## src/rtl/light_pkg.sv

```systemverilog
// Shared types and constants for the light sampler: curtain command codes,
// FSM state encodings and default hysteresis thresholds.
package light_pkg;

  typedef enum logic [1:0] {
    CMD_HOLD  = 2'b00,
    CMD_OPEN  = 2'b01,
    CMD_CLOSE = 2'b10
  } cmd_t;

  typedef enum logic [1:0] {
    ADC_IDLE,
    ADC_CS_SETUP,
    ADC_SHIFT,
    ADC_CONV
  } adc_state_t;

  typedef enum logic [1:0] {
    CTRL_IDLE,
    CTRL_XFER,
    CTRL_UPDATE
  } ctrl_state_t;

  localparam logic [7:0] TH_HIGH_DEF = 8'd180;
  localparam logic [7:0] TH_LOW_DEF  = 8'd80;

  // Strict comparisons: a value equal to either threshold keeps the old command.
  function automatic logic [1:0] next_cmd(input logic [7:0] lvl, input logic [7:0] hi,
                                          input logic [7:0] lo, input logic [1:0] prev);
    if (lvl > hi) return CMD_CLOSE;
    if (lvl < lo) return CMD_OPEN;
    return prev;
  endfunction

endpackage

```

## src/rtl/light_sample_ctrl_if.sv

```systemverilog
// Serial ADC bus (TLC549-style): chip select, serial clock and data out.
interface light_sample_ctrl_if;
  logic adc_cs_n;
  logic adc_sclk;
  logic adc_sdo;

  modport master (output adc_cs_n, output adc_sclk, input adc_sdo);
  modport slave  (input adc_cs_n, input adc_sclk, output adc_sdo);
endinterface

```

## src/rtl/light_sample_ctrl_adc_serial_rx.sv

```systemverilog
// One ADC read: cs setup, 8 MSB-first bits on a divided sclk, then a
// conversion wait with cs high. Pulses done with the byte at the end.
module adc_serial_rx
  import light_pkg::*;
#(
  parameter int unsigned SCLK_DIV  = 8,
  parameter int unsigned CONV_WAIT = 136
) (
  input  logic                clk,
  input  logic                rst_n,
  input  logic                start,
  output logic                done,
  output logic [7:0]          data,
  light_sample_ctrl_if.master adc
);

  localparam int unsigned CNT_MAX = (CONV_WAIT > 2 * SCLK_DIV) ? CONV_WAIT : 2 * SCLK_DIV;
  localparam int unsigned CNT_W   = $clog2(CNT_MAX + 1);

  localparam logic [CNT_W-1:0] SETUP_END = CNT_W'(2 * SCLK_DIV - 1);
  localparam logic [CNT_W-1:0] HALF_END  = CNT_W'(SCLK_DIV - 1);
  localparam logic [CNT_W-1:0] CONV_END  = CNT_W'(CONV_WAIT - 1);

  adc_state_t       state;
  logic [CNT_W-1:0] cnt;
  logic [2:0]       bit_cnt;
  logic [7:0]       sr;

  always_ff @(posedge clk or negedge rst_n) begin
    if (!rst_n) begin
      state        <= ADC_IDLE;
      cnt          <= '0;
      bit_cnt      <= '0;
      sr           <= '0;
      data         <= '0;
      done         <= 1'b0;
      adc.adc_cs_n <= 1'b1;
      adc.adc_sclk <= 1'b0;
    end else begin
      done <= 1'b0;
      case (state)
        ADC_IDLE: begin
          if (start) begin
            state        <= ADC_CS_SETUP;
            cnt          <= '0;
            adc.adc_cs_n <= 1'b0;
          end
        end
        ADC_CS_SETUP: begin
          if (cnt == SETUP_END) begin
            state   <= ADC_SHIFT;
            cnt     <= '0;
            bit_cnt <= '0;
          end else begin
            cnt <= cnt + 1'b1;
          end
        end
        ADC_SHIFT: begin
          if (cnt == HALF_END) begin
            cnt <= '0;
            if (!adc.adc_sclk) begin
              adc.adc_sclk <= 1'b1;
              sr           <= {sr[6:0], adc.adc_sdo};
            end else begin
              adc.adc_sclk <= 1'b0;
              if (bit_cnt == 3'd7) begin
                adc.adc_cs_n <= 1'b1;
                state        <= ADC_CONV;
              end else begin
                bit_cnt <= bit_cnt + 1'b1;
              end
            end
          end else begin
            cnt <= cnt + 1'b1;
          end
        end
        ADC_CONV: begin
          if (cnt == CONV_END) begin
            state <= ADC_IDLE;
            done  <= 1'b1;
            data  <= sr;
          end else begin
            cnt <= cnt + 1'b1;
          end
        end
        default: state <= ADC_IDLE;
      endcase
    end
  end

endmodule

```

## src/rtl/light_sample_ctrl.sv

```systemverilog
// Tick-driven light sampler with ADC priming and hysteresis curtain command.
// Optional 4-sample running average when LIGHT_AVG_EN is defined.
module light_sample_ctrl
  import light_pkg::*;
#(
  parameter int unsigned SCLK_DIV  = 8,
  parameter int unsigned CONV_WAIT = 136,
  parameter logic [7:0]  TH_HIGH   = TH_HIGH_DEF,
  parameter logic [7:0]  TH_LOW    = TH_LOW_DEF
) (
  input  logic                clk,
  input  logic                rst_n,
  input  logic                tick,
  light_sample_ctrl_if.master adc,
  output logic [7:0]          light,
  output logic                light_vld,
  output logic [1:0]          cmd,
  output logic                busy
);

  ctrl_state_t state;
  logic        tick_d;
  logic        start_q;
  logic        prime_done;
  logic        start;
  logic        done;
  logic        publish;
  logic [7:0]  data;
  logic [7:0]  new_light;

  // The post-priming read is chained combinationally so it starts on the
  // very cycle done is seen, saving one cycle against a fresh tick.
  assign start   = start_q | (state == CTRL_XFER && done && !prime_done);
  assign publish = (state == CTRL_XFER) && done && prime_done;

  adc_serial_rx #(
    .SCLK_DIV  (SCLK_DIV),
    .CONV_WAIT (CONV_WAIT)
  ) u_rx (
    .clk   (clk),
    .rst_n (rst_n),
    .start (start),
    .done  (done),
    .data  (data),
    .adc   (adc)
  );

`ifdef LIGHT_AVG_EN
  logic [7:0] hist [4];
  logic [1:0] wr_ptr;
  logic [9:0] sum;
  logic [9:0] sum_next;
  logic       hist_vld;

  always_comb begin
    sum_next = {data, 2'b00};
    if (hist_vld) sum_next = sum - 10'(hist[wr_ptr]) + 10'(data);
  end

  assign new_light = sum_next[9:2];

  always_ff @(posedge clk or negedge rst_n) begin
    if (!rst_n) begin
      hist     <= '{default: '0};
      wr_ptr   <= '0;
      sum      <= '0;
      hist_vld <= 1'b0;
    end else if (publish) begin
      sum <= sum_next;
      if (!hist_vld) begin
        hist     <= '{default: data};
        hist_vld <= 1'b1;
      end else begin
        hist[wr_ptr] <= data;
        wr_ptr       <= wr_ptr + 1'b1;
      end
    end
  end
`else
  assign new_light = data;
`endif

  always_ff @(posedge clk or negedge rst_n) begin
    if (!rst_n) begin
      state      <= CTRL_IDLE;
      tick_d     <= 1'b0;
      start_q    <= 1'b0;
      prime_done <= 1'b0;
      light      <= '0;
      light_vld  <= 1'b0;
      cmd        <= CMD_HOLD;
      busy       <= 1'b0;
    end else begin
      tick_d    <= tick;
      start_q   <= 1'b0;
      light_vld <= 1'b0;
      case (state)
        CTRL_IDLE: begin
          if (tick && !tick_d) begin
            state   <= CTRL_XFER;
            start_q <= 1'b1;
            busy    <= 1'b1;
          end
        end
        CTRL_XFER: begin
          if (done) begin
            if (!prime_done) begin
              prime_done <= 1'b1;
            end else begin
              light     <= new_light;
              light_vld <= 1'b1;
              cmd       <= next_cmd(new_light, TH_HIGH, TH_LOW, cmd);
              state     <= CTRL_UPDATE;
            end
          end
        end
        CTRL_UPDATE: begin
          state <= CTRL_IDLE;
          busy  <= 1'b0;
        end
        default: state <= CTRL_IDLE;
      endcase
    end
  end

endmodule
```

## src/flat_wrapper.sv

```systemverilog
// flat-port wrapper written by rule: the top's interface ports become plain ports
module light_sample_ctrl_flat import light_pkg::*;
#(
  parameter int unsigned SCLK_DIV  = 8,
  parameter int unsigned CONV_WAIT = 136,
  parameter logic [7:0]  TH_HIGH   = TH_HIGH_DEF,
  parameter logic [7:0]  TH_LOW    = TH_LOW_DEF
)
  (clk, rst_n, tick, light, light_vld, cmd, busy, adc_adc_cs_n, adc_adc_sclk, adc_adc_sdo);
  light_sample_ctrl_if adc_i ();
  input  logic clk;
  input  logic rst_n;
  input  logic tick;
  output logic [7:0] light;
  output logic light_vld;
  output logic [1:0] cmd;
  output logic busy;
  output wire logic [$bits(adc_i.adc_cs_n)-1:0] adc_adc_cs_n;
  output wire logic [$bits(adc_i.adc_sclk)-1:0] adc_adc_sclk;
  input wire logic [$bits(adc_i.adc_sdo)-1:0] adc_adc_sdo;
  assign adc_adc_cs_n = adc_i.adc_cs_n;
  assign adc_adc_sclk = adc_i.adc_sclk;
  assign adc_i.adc_sdo = adc_adc_sdo;
  light_sample_ctrl #(.SCLK_DIV(SCLK_DIV), .CONV_WAIT(CONV_WAIT), .TH_HIGH(TH_HIGH), .TH_LOW(TH_LOW)) u_core (.clk(clk), .rst_n(rst_n), .tick(tick), .adc(adc_i), .light(light), .light_vld(light_vld), .cmd(cmd), .busy(busy));
endmodule
```

## config.mk

```make
export PLATFORM = sky130hd
export DESIGN_NAME = light_sample_ctrl_flat
export DESIGN_NICKNAME = d
export VERILOG_FILES = /design/src/rtl/light_pkg.sv /design/src/rtl/light_sample_ctrl_if.sv /design/src/rtl/light_sample_ctrl_adc_serial_rx.sv /design/src/rtl/light_sample_ctrl.sv /design/src/flat_wrapper.sv
export SDC_FILE = /design/constraint.sdc
export NUM_CORES = 1
export LEC_CHECK = 0
export CAP_MARGIN = 20
export CELL_PAD_IN_SITES_DETAIL_PLACEMENT = 0
export CELL_PAD_IN_SITES_GLOBAL_PLACEMENT = 1
export CORE_AREA = 2 2 69 120
export CTS_CLUSTER_DIAMETER = 150
export DETAILED_ROUTE_END_ITERATION = 8
export DIE_AREA = 0 0 71 122
export PLACE_DENSITY_LB_ADDON = 0.08
export SLEW_MARGIN = 40
export SYNTH_ARGS = -nofsm -noshare
export SYNTH_HDL_FRONTEND = slang
export SYNTH_SLANG_ARGS = --single-unit
```

## constraint.sdc

```tcl
create_clock -name clk -period 2.4 [get_ports clk]
set_clock_uncertainty 0.1 [all_clocks]
set_input_delay 0.48 -clock clk [delete_from_list [all_inputs] [get_ports clk]]
set_output_delay 0.48 -clock clk [all_outputs]
set_load 0.005 [all_outputs]
```

==> metrics.yaml, run 1 <==
p_leak_nw: 1.25
syn_avg_cell_area_um2: 11.4
antenna_left: 0
maxCapViolCount: 0
clkTransAtPathRegs_ns: 0.07
grt_pass1_vias: 1647
first_pass_iters: 4
hold_class: "in2async"
ctsResizeCount: 0
fin_setup_tns_ns: 0
track_usage_pct: 12.6
yosysSeqAreaShare_pct: 54.4
grt_pass1_wl_um: 8270
clockBufferDepth: 2
synthCells: 197
timing.final.ws_setup_ns: 0.109
ios: 18
final_util_pct: 34.7
cts.sinks: 49
fillers: 793
port_buffers: 17
sw_frac_of_total_pct: 30.3
grt_max_degree: 50
drt_wl_total_um: 4970
p_per_area_nw_per_um2: 794
synth_area_um2: 2250
dieHeight_um: 122
synthDistinctLibCells: 49
insertion_delay_ns: 0.29
crit_type: "reg2reg"
setup_viol: 0
numCtsBuffers: 5
max_freq_mhz: 437
gp_congestion: 0.848
holdBufCountCts: 0
dp.cells: 307
multi_input_area_um2: 965
wl_per_cell_um: 15.8
layout.cells.non_filler: 315
synth_ff_type: "dfrtp_1"
finalCritPeriodShare_pct: 95.4
critPathMaxFanout: 9
dp_hpwl_um: 3670
maxSlewViolCount: 0
clkPwrFrac_pct: 31.5
synth_nets: 209
cts.htree.levels: 2
power_switching_mw: 0.652
outcome: "completed"
coreArea_um2: 7800
place_ws_ns: 0.115
critPathRequiredTime_ns: 2.47
min_period_ns: 2.29
area_growth_pct: 20.1
final_net_count: 236
grt-ovfl-total: 0
yosysWarnings: 0
regArea_um2: 1230
vdd_drop_max_uv: 352
initial_utilization_pct: 28.9
worst_path_max_delay_cell: "or4_4"
antenna_found_initial: 0
worst_pin_slew_ns: 0.645
intPower_mw: 1.50
routed_via_density: 5.01
rsz0062_at_grt: "no"
hold_violations: 0
worst_setup_path_start_kind: "flop"
vias: 1577
root_buffer: "clkbuf_16"
async_flop_share_pct: 100
seqPwrFrac_pct: 43.2
cts_tree: "done"
combPwrFrac_pct: 25.3
crit_arrival_ns: 2.36
rows: 43
cp_cell_sequence: "or4_4, or2_4, nor3_4, mux2_2"
slowest_delay_ns: 0.58
n_antenna_cell: 0
synth_seq_cells: 49
endpoint_kind: "flop"
synth_edf_count: 0
drt-initial-drc-count: 62
die_w_um: 71
power_mw: 2.15
dieArea_um2: 8660
post_cts_buffers: 0
drc: 0
relSlewSlack_pct: 55.9
drive_above_1_share_pct: 18.7
==> kinds of logic (layout without fill, tap and decap cells) <==
kind of cell | count (synthesis) | after routing | share of synthesized area (%)
flops | 49 | 49 | 54.4
fa+ha+maj | 8 | 8 | 4.44
mux | 23 | 23 | 11.3
buf+inv | 16 | 44 | 2.77
xor+xnor | 3 | 3 | 1.17
simple gates | 67 | 67 | 15.8
compound gates | 31 | 31 | 10.1
==> worst paths after layout <==
check | start | endpoint | slack [ns] | cells after the start
max | u_core.u_rx.cnt[5] | u_core.u_rx.sr[2] | 0.11 | 4
min | rst_n | u_core.u_rx.cnt[1] | 0.19 | 2
max reg2reg | u_core.u_rx.cnt[5] | u_core.u_rx.sr[2] | 0.11 | 4
min reg2reg | u_core.tick_d | u_core.start_q | 0.34 | 1
max in group asynchronous | rst_n | u_core.light[6] | 1.57 | 2
min in group clk | u_core.tick_d | u_core.start_q | 0.34 | 1
==> state kept, by name (all words and copies together) (netlist names) <==
register,flops
u_core.u_rx.cnt,8
u_core.u_rx.adc.adc_sclk,1
u_core.u_rx.adc.adc_cs_n,1
u_core.u_rx.done,1
u_core.start_q,1
u_core.state,2
u_core.busy,1
u_core.u_rx.bit_cnt,3
u_core.cmd,2
u_core.u_rx.data,8
u_core.light_vld,1
u_core.u_rx.state,2
u_core.tick_d,1
u_core.prime_done,1
u_core.u_rx.sr,8
u_core.light,8
==> critical path, delay by kind of cell (launching register included) <==
family / cells / cell delay [ns]
DFF: 1 / 0.43
muxes: 1 / 0.39
and+or+nand+nor: 3 / 1.24
==> layout by cell type (no fill, tap or decap), types with 3 or more instances in the layout <==
cell type and n:
clkbuf_16 5, a21oi_1 4, nor2b_1 3, nor2_1 3
mux2_2 19, mux2i_1 4, xnor2_1 3, nand2_1 35
clkdlybuf4s50_1 16, nand2b_1 3, inv_1 10, nand3_1 4
o21ai_0 5, ha_1 8, dfrtp_1 48, buf_4 8
o22ai_1 3
==> power by group through the flow <==
| stage | clock network (mW) | registers (mW) | logic, mW |
|---|---|---|---|
| 4_1_cts | 0.714 | 0.931 | 0.548 |
| 2_1_floorplan | 0 | 0.936 | 0.376 |
| 3_5_place_dp | 0 | 0.947 | 0.546 |
| 3_3_place_gp | 0 | 0.943 | 0.541 |
| 6_report | 0.676 | 0.929 | 0.544 |
| 5_1_grt | 0.741 | 0.938 | 0.614 |
==> synthesized netlist by cell type (all sizes together), types with 4 or more instances <==
cell    n  share of area (%)
mux2   19                9.5
mux2i   4                1.8
inv    10                1.7
dfrtp  48                 53
o21ai   5                1.1
nand3   4               0.89
nand2  35                5.8
ha      8                4.4
a21oi   4               0.89
==> per-layer routing <==
metal / GRT usage (%) / up-vias / share of wire, %
met4: 6.25 / 0 / 2.8
li1: - / 746 / -
met1: 13.5 / 789 / 39
met2: 23.0 / 32 / 56
met3: 2.65 / 10 / 2.8
met5: 0 / - / 0
==> stage by stage <==
step                hold WS [ns]  instance area [um^2]
floorplan                 0.0844                  2250
global placement           0.325                  2570
detailed placement         0.329                  2570
CTS                        0.216                  2710
global route               0.240                  2710
finish                     0.194                  2710
==> cell type report <==
type	instances	area share [%]
Inverter	11	1.52
Multi-Input combinational cell	132	35.6
Timing Repair Buffer	25	8.31
Clock buffer	7	4.90
Sequential cell	49	45.3
Clock inverter	1	0.185
Tap cell	90	4.16
(Power assumes the default switching activity.)
==> inputs of run 2 (changes only) <==
Settings changed: ABC_CLOCK_PERIOD_IN_PS from default to 2200.
Clock period 2.4 ns to 2.2 ns, I/O delays scaled along.
==> run 2 against run 1 <==
Compared with the run above:
- critical path depth rose by 1
- via count down 0.51%
- fmax increased by 8.8%
- die area is the same
- sequential power grew 9.8%
- global-route usage rose by 0.70 points
- worst hold slack worse by 0.19 ns
- register-to-register slack about the same
- count of clock-buffer cells in the layout did not move
- wire length grew 1.5%
- setup slack got worse by 0.014 ns
- sequential cell count is the same
- critical path type unchanged
- critical endpoint is now u_core.u_rx.sr[3]
- largest power group unchanged
==> metrics.yaml, run 2 (same netlist as run 1, synthesis figures left out) <==
outcome: "completed"
cp.depth: 5  # +1
die_w_um: 71  # unchanged
slowest_delay_ns: 0.55  # -0.03 ns
gp_congestion: 0.807  # -4.8%
final_common_cell: "dfrtp_1"
dieHeight_um: 122  # unchanged
p_per_area_nw_per_um2: 890  # +12%
routed_via_density: 4.84  # -3.3%
drc: 0  # unchanged
grt_max_degree: 32  # -36%
worst_path_max_delay_cell: "or4_4"
ios: 18  # unchanged
endpoint_kind: "flop"
crit_type: "reg2reg"
coreArea_um2: 7800  # unchanged
rsz0062_at_grt: "no"
dieArea_um2: 8660  # unchanged
ff2ff_path_depth: 5  # +1
min_period_ns: 2.10  # -0.186 ns
antenna_left: 0  # unchanged
grt_pass1_vias: 1724  # +4.7%
holdBufCountCts: 0  # unchanged
area_growth_pct: 26.0
crit_arrival_ns: 2.18  # -0.18 ns
grt-ovfl-total: 0  # unchanged
antenna_found_initial: 0  # unchanged
cts_tree: "done"
numCtsBuffers: 5  # unchanged
setup_viol: 0  # unchanged
port_buffers: 17  # unchanged
first_pass_iters: 4  # unchanged
dp_hpwl_um: 3770  # +2.8%
r2r_start: "u_core.u_rx.cnt[5]"
post_cts_buffers: 0  # unchanged
worst_pin_slew_ns: 0.483  # -0.162 ns
rrSetupSlack_ns: 0.1  # about the same
n_antenna_cell: 0  # unchanged
critPathCapture: "u_core.u_rx.sr[3]"
drt-initial-drc-count: 80  # +29%
drive_above_1_share_pct: 23.1  # +4.4 points
intPower_mw: 1.78  # +19%
drt_wl_total_um: 5040  # +1.5%
grt_pass1_wl_um: 8670  # +4.9%
wl_per_cell_um: 15.6  # -1.3%
combPwrFrac_pct: 27.3  # +2.0 points
timing.final.ws_setup_ns: 0.0953  # -0.0141 ns
critical_path.startpoint: "u_core.u_rx.cnt[5]"
hold_violations: 0  # unchanged
maxSlewViolCount: 0  # unchanged
power_switching_mw: 0.751  # +15%
crit_buf_inv: 1  # +1
critPathMaxFanout: 9  # unchanged
critPathRequiredTime_ns: 2.27  # -0.20 ns
finalCritPeriodShare_pct: 95.7  # +0.22 points
rows: 43  # unchanged
insertion_delay_ns: 0.29  # about the same
maxCapViolCount: 0  # unchanged
ctsResizeCount: 0  # unchanged
dp.cells: 316  # +2.9%
track_usage_pct: 13.3  # +0.70 points
max_freq_mhz: 475  # +8.8%
layout.cells.non_filler: 324  # +2.9%
fin_setup_tns_ns: 0  # unchanged
sw_frac_of_total_pct: 29.7  # -0.64 points
cts.htree.levels: 2  # unchanged
p_leak_nw: 1.32  # +5.2%
seqPwrFrac_pct: 40.2  # -3.0 points
reg2reg_to: "u_core.u_rx.sr[3]"
worst_setup_path_start_kind: "flop"
hold_class: "in2async"
clkPwrFrac_pct: 32.5  # +1.0 points
initial_utilization_pct: 28.9  # unchanged
crit_family: "simple AND/OR/NAND/NOR gates"
place_ws_ns: 0.107  # -0.00869 ns
cp_cell_sequence: "or4_4, or2_4, nor3_4, buf_12, mux2_2"
final_cell_mix: "dfrtp_1, nand2_1, mux2_2"
vdd_drop_max_uv: 399  # +13%
root_buffer: "clkbuf_16"
final_net_count: 245  # +3.8%
vias: 1569  # -0.51%
relSlewSlack_pct: 67.0  # +11 points
cts.sinks: 49  # unchanged
clkTransAtPathRegs_ns: 0.06  # about the same
clockBufferDepth: 2  # unchanged
## run 2: changes by cell type in the layout (fill, tap and decap cells not counted), sizes merged
cell    delta
buf        +9
clkinv     -1
inv        +1
## run 2: cell type report
cell class,instances,area (um^2)
Tap cell,90,113
Fill cell,761,4960
Clock inverter,1,8.76
Timing Repair Buffer,34,318
Sequential cell,49,1230
Clock buffer,7,153
Multi-Input combinational cell,132,980
Inverter,11,41.3
## run 2: worst min-delay path by stage
stage,start,slack (ns),cells past startpoint,end
after floorplan,rst_n,0.04,0,u_core.busy
after global placement,rst_n,0.33,1,u_core.busy
after detailed placement,u_core.tick_d,0.32,1,u_core.start_q
after CTS,rst_n,0.02,1,u_core.u_rx.state[1]
after global routing,rst_n,0.04,1,u_core.u_rx.state[1]
final,rst_n,0.0002,1,u_core.u_rx.state[1]
## run 2: layer usage
layer	track usage [%]	part of all wire, %
met1	13.7	38
met2	25.0	56
met3	3.23	3.1
met4	5.66	2.0
met5	0	0
## run 2: power groups by stage
stage	combinational [mW]	sequential [mW]	clock, mW
detailed placement	0.699	1.04	0
global route	0.778	1.03	0.882
CTS	0.703	1.02	0.852
floorplan	0.420	1.02	0
finish	0.690	1.02	0.823
global placement	0.697	1.03	0
## run 2: through the flow
step | utilization [%] | hold WS (ns) | instance area [um^2] | power (mW)
2_1_floorplan | - | 0.0444 | 2270 | 1.44
3_3_place_gp | 34.3 | 0.332 | 2680 | 1.73
3_5_place_dp | 34.3 | 0.321 | 2680 | 1.73
4_1_cts | 36.4 | 0.0196 | 2840 | 2.57
5_1_grt | 36.4 | 0.0357 | 2840 | 2.69
6_report | 36.4 | 0.000168 | 2840 | 2.53
==> inputs of run 3 (changes only) <==
Settings changed: CAP_MARGIN 20 to default.
==> results of run 3 <==
Same layout as run 2: the final DEF is identical, and so are final timing and power.
==> patch 1 (flow settings as in run 3) <==
Encoding of `ctrl_state_t`: now one-hot (3 bits for 3 states).
--- a/src/rtl/light_pkg.sv
+++ b/src/rtl/light_pkg.sv
@@ -17,6 +17,6 @@
 
-  typedef enum logic [1:0] {
-    CTRL_IDLE,
-    CTRL_XFER,
-    CTRL_UPDATE
+  typedef enum logic [2:0] {
+    CTRL_IDLE   = 3'b001,
+    CTRL_XFER   = 3'b010,
+    CTRL_UPDATE = 3'b100
   } ctrl_state_t;
Formal check against the unedited RTL: no difference found for any inputs over 10 cycles, from zero or initial values and one cycle with rst_n low; not proved beyond that.
==> patch 1 against run 3 <==
- global-route usage grew 0.35 points
- design area grew 4.0%
- sequential share of layout area shrank 0.76 points
- sequential cell count grew 1
- synthesized area grew 2.6%
- total power grew 6.7%
- hold slack gained 0.020 ns
- critical path depth is the same
- synthesized cell count grew 3.6%
- setup slack lost 0.029 ns
- wire length grew 5.5%
==> patch 1: results (changes against run 3) <==
DR WL met3 142 µm (-9.6%); met2 wire len 3010 µm (+6.0%); pre-CTS WS -0.04236 ns (-0.1490 ns); Leak 1.395 nW (+5.9%); met1 GRT Util 0.1387 (+0.001685); clk pwr 0.000887 W (+7.8%); Logic pwr share 0.295 (+0.022); Seq/Total Area, Yosys 0.5422 (-0.002187); status finished, final reports clean; largest net degree at the start of global routing 29 (-9.4%); Post-Synth XOR/XNOR Area 0.003788 (-0.007866); reg-to-reg slack, setup 0.07 ns (-0.03 ns); Setup Buffers After CTS 0 (unchanged); DRT iter0 DRCs 72 (-10%); Fillers 749 (-1.6%); routability cong. 0.8167 (+1.2%); Clock Tree Root clkbuf_16; CP required 2.28 ns; async set or reset register ratio after synthesis 1.000 (unchanged); # nets final 256 (+4.5%); Post-Synth Adder-Cell Area 0.04329 (-0.001105); proportion of synthesized area in mux cells 0.1082 (-0.004427); Max rail drop VDD 0.0003873 V (-3.0%); worst-path fanout max 5 (-4); Routed WL 5316 µm (+5.5%); HPWL after DPL 4110 µm (+8.9%); share of cells above drive strength 1 0.2980 (+0.06719); clk_lat worst skew 0.29 ns (about the same); arrival time at the worst endpoint 2.21 ns (+0.03 ns); # H-tree levels 2 (unchanged); Critical Path End u_core.u_rx.state[1]$_DFFE_PN0P_; post-CTS sizing 2 (+2); Top Layer Used met4; via count 1655 (+5.5%); Routed met1 length 1976 µm (+2.0%); compound-gate portion of the synthesized area 0.1109 (+0.009932); met2 usage 0.2535 (+0.003505); vias in the first global route 1762 (+2.2%); Synth Net Count 216 (+3.3%); top cells by count, synth dfrtp_1 (48), nand2_1 (32), mux2_2 (20); Synth area leaders dfrtp_1 (52%), mux2_2 (9.7%), nand2_1 (5.2%), ha_1 (4.3%), o21ai_0 (2.6%); number of port buffers 17 (unchanged); Worst Max-Slew Pin Slew 0.5441 ns (+0.06160 ns); routing usage on met3 0.02730 (-0.004963); critical path's top delay family compound AO/OA/AOI/OAI gates; first-pass GRT wire length 9004 µm (+3.8%); Switching Fraction 0.3059 (+0.008929); DR pass1 iterations 4 (unchanged); CP max stage delay 0.59 ns (+0.04 ns); Total GRT Usage 0.1364 (+0.003471); Synth cell types 48 (-2.0%)
[patch 1: cell types whose count changed after synthesis, moves of 3 or more]
cell	before	now
a22o_1	0	3
and3_1	0	3
mux2i_1	4	1
nand2_1	35	32
nor2_1	3	9
nor3_1	2	5
o21ai_0	5	12
[patch 1: per-stage QoR]
stage                     total power [W]  hold slack (ns)  instance area (µm²)  utilization  instances
final                            0.002699          0.02029                 2953       0.3785        335
after global routing             0.002858          0.06228                 2953       0.3785        335
after CTS                        0.002705          0.04481                 2900       0.3718        334
after detailed placement         0.001780           0.3589                 2723       0.3490        326
after global placement           0.001762           0.3467                 2723       0.3490        326
after floorplan                  0.001480          0.04441                 2312            -        204
[patch 1: area by class of cell]
type / count / area, µm² / area share
clock buffer: 5 / 125.1 / 0.04237
clock inverter: 3 / 43.79 / 0.01483
inverter: 10 / 37.54 / 0.01271
multi-input combinational: 141 / 1060 / 0.3589
sequential: 50 / 1254 / 0.4246
tap: 90 / 112.6 / 0.03814
timing repair buffer: 36 / 320.3 / 0.1085
==> patch 2 (settings of run 3) <==
Without the edit above. `SCLK_DIV` is set to 8 in 3 places; all go to 4.
--- a/src/rtl/light_sample_ctrl_adc_serial_rx.sv
+++ b/src/rtl/light_sample_ctrl_adc_serial_rx.sv
@@ -5,3 +5,3 @@
 #(
-  parameter int unsigned SCLK_DIV  = 8,
+  parameter int unsigned SCLK_DIV  = 4,
   parameter int unsigned CONV_WAIT = 136
--- a/src/rtl/light_sample_ctrl.sv
+++ b/src/rtl/light_sample_ctrl.sv
@@ -5,3 +5,3 @@
 #(
-  parameter int unsigned SCLK_DIV  = 8,
+  parameter int unsigned SCLK_DIV  = 4,
   parameter int unsigned CONV_WAIT = 136,
--- a/src/flat_wrapper.sv
+++ b/src/flat_wrapper.sv
@@ -3,3 +3,3 @@
 #(
-  parameter int unsigned SCLK_DIV  = 8,
+  parameter int unsigned SCLK_DIV  = 4,
   parameter int unsigned CONV_WAIT = 136,
Formal check against the unedited RTL: same outputs for any inputs over 10 cycles, from zero or initial values and one cycle with rst_n low; that may be too few to reach the edited logic, so the function may still have changed.
==> patch 2 against run 3 <==
- setup slack improved by 0.062 ns
- synthesized area increased by 2.7%
- design area decreased by 1.6%
- critical path depth decreased by 1
- wire length decreased by 0.83%
- total power increased by 1.1%
- sequential cell count unchanged
- clock power decreased by 6.6%
- count of clock-buffer cells in the layout decreased by 1
- critical path type unchanged
- largest cell class unchanged
- highest routed layer unchanged
==> patch 2: results (changes against run 3) <==
status finished, final reports clean; met2 usage 0.2377 (-0.01227); clock-cell share of area 0.05103 (-0.005798); largest net degree at the start of global routing 22 (-31%); routing usage on met3 0.03060 (-0.001654); Clock buffer cells 6 (-1); Synth area leaders dfrtp_1 (52%), mux2_2 (7.3%), nand2_1 (5.7%), ha_1 (4.3%), o2bb2ai_1 (1.9%); Register-to-Register Path Depth 4 (-1); Worst Max-Slew Pin Slew 0.4256 ns (-0.05693 ns); multi-input logic area 1040 µm² (+6.1%); NonClk Buf Share 0.08415 (-0.02774); compound-gate portion of the synthesized area 0.1222 (+0.02116); DRT iter0 DRCs 79 (-1.3%); placed insts 314 (-0.63%); count of multi-input gates 140 (+6.1%); HPWL after DPL 3734 µm (-1.0%); vias in the first global route 1777 (+3.1%); Leak 1.328 nW (+0.78%); Total GRT Usage 0.1292 (-0.003759); arrival time at the worst endpoint 2.12 ns (-0.06 ns); Max rail drop VDD 0.0004922 V (+23%); Avg Vias per Cell 5.012 (+3.5%); Seq/Total Area, Yosys 0.5303 (-0.01412); top cells by count, synth dfrtp_1 (48), nand2_1 (35), mux2_2 (15); Area Growth Syn to Fin 20.76%; reg-to-reg endpoint u_core.u_rx.sr[6]$_DFFE_PN0P_; pre-CTS WS 0.1249 ns (+0.01830 ns); hold slack final 0.3757 ns (+0.3756 ns); post-DR wirelength/cell 15.47 µm (-0.53%); routability cong. 0.8065 (-0.11%); # nets final 244 (-0.41%); layout buffer count excluding clock buffers 26 (-24%); Synth cell types 44 (-10%); Fillers 783 (+2.9%); reg-to-reg slack, setup 0.16 ns (+0.06 ns); via count 1619 (+3.2%); share of cells above drive strength 1 0.1888 (-0.04193)
## patch 2: changes by cell type after synthesis, sizes merged, moves of 3 or more
cell / delta
o2bb2ai: +5
o22ai: -3
xor2: +3
and2: -3
xnor2: -3
and3: +4
o21ai: +6
nor2: +8
## patch 2: where the power goes
part | total [W] | leakage, nW | internal, W | switching [W]
Sequential | 0.00104 | 0.660 | 0.000966 | 0.0000710
Clock | 0.000769 | 0.0712 | 0.000425 | 0.000345
Combinational | 0.000749 | 0.596 | 0.000309 | 0.000440
## patch 2: layer usage
metal | part of all wire | vias to the layer above
met5 | 0 | -
met4 | 0.021 | 0
met3 | 0.028 | 5
met2 | 0.56 | 27
met1 | 0.39 | 805
li1 | - | 782
## patch 2: timing repair
action / in CTS / in global routing
hold buffers: 1 / 0
gates resized for setup: 0 / 1
setup endpoints to repair: 0 / 1
hold endpoints to repair: 13 / 0
## patch 2: worst max-delay path, cell delays in order, from the launching register on
cell	delay, ns
dfrtp_1	0.44
nor4_4	0.37
nand3b_4	0.19
nor3_4	0.43
mux2_2	0.39
## patch 2: worst min path at each step
stage	start	endpoint	depth (start not counted)
4_1_cts	u_core.light[1]$_DFFE_PN0P_	u_core.light[1]$_DFFE_PN0P_	2
6_report	u_core.light[7]$_DFFE_PN0P_	u_core.light[7]$_DFFE_PN0P_	2
3_3_place_gp	rst_n	u_core.u_rx.state[0]$_DFFE_PN0P_	1
2_1_floorplan	rst_n	u_core.busy$_DFFE_PN0P_	0
5_1_grt	u_core.light[1]$_DFFE_PN0P_	u_core.light[1]$_DFFE_PN0P_	2
3_5_place_dp	rst_n	u_core.u_rx.state[1]$_DFFE_PN0P_	1
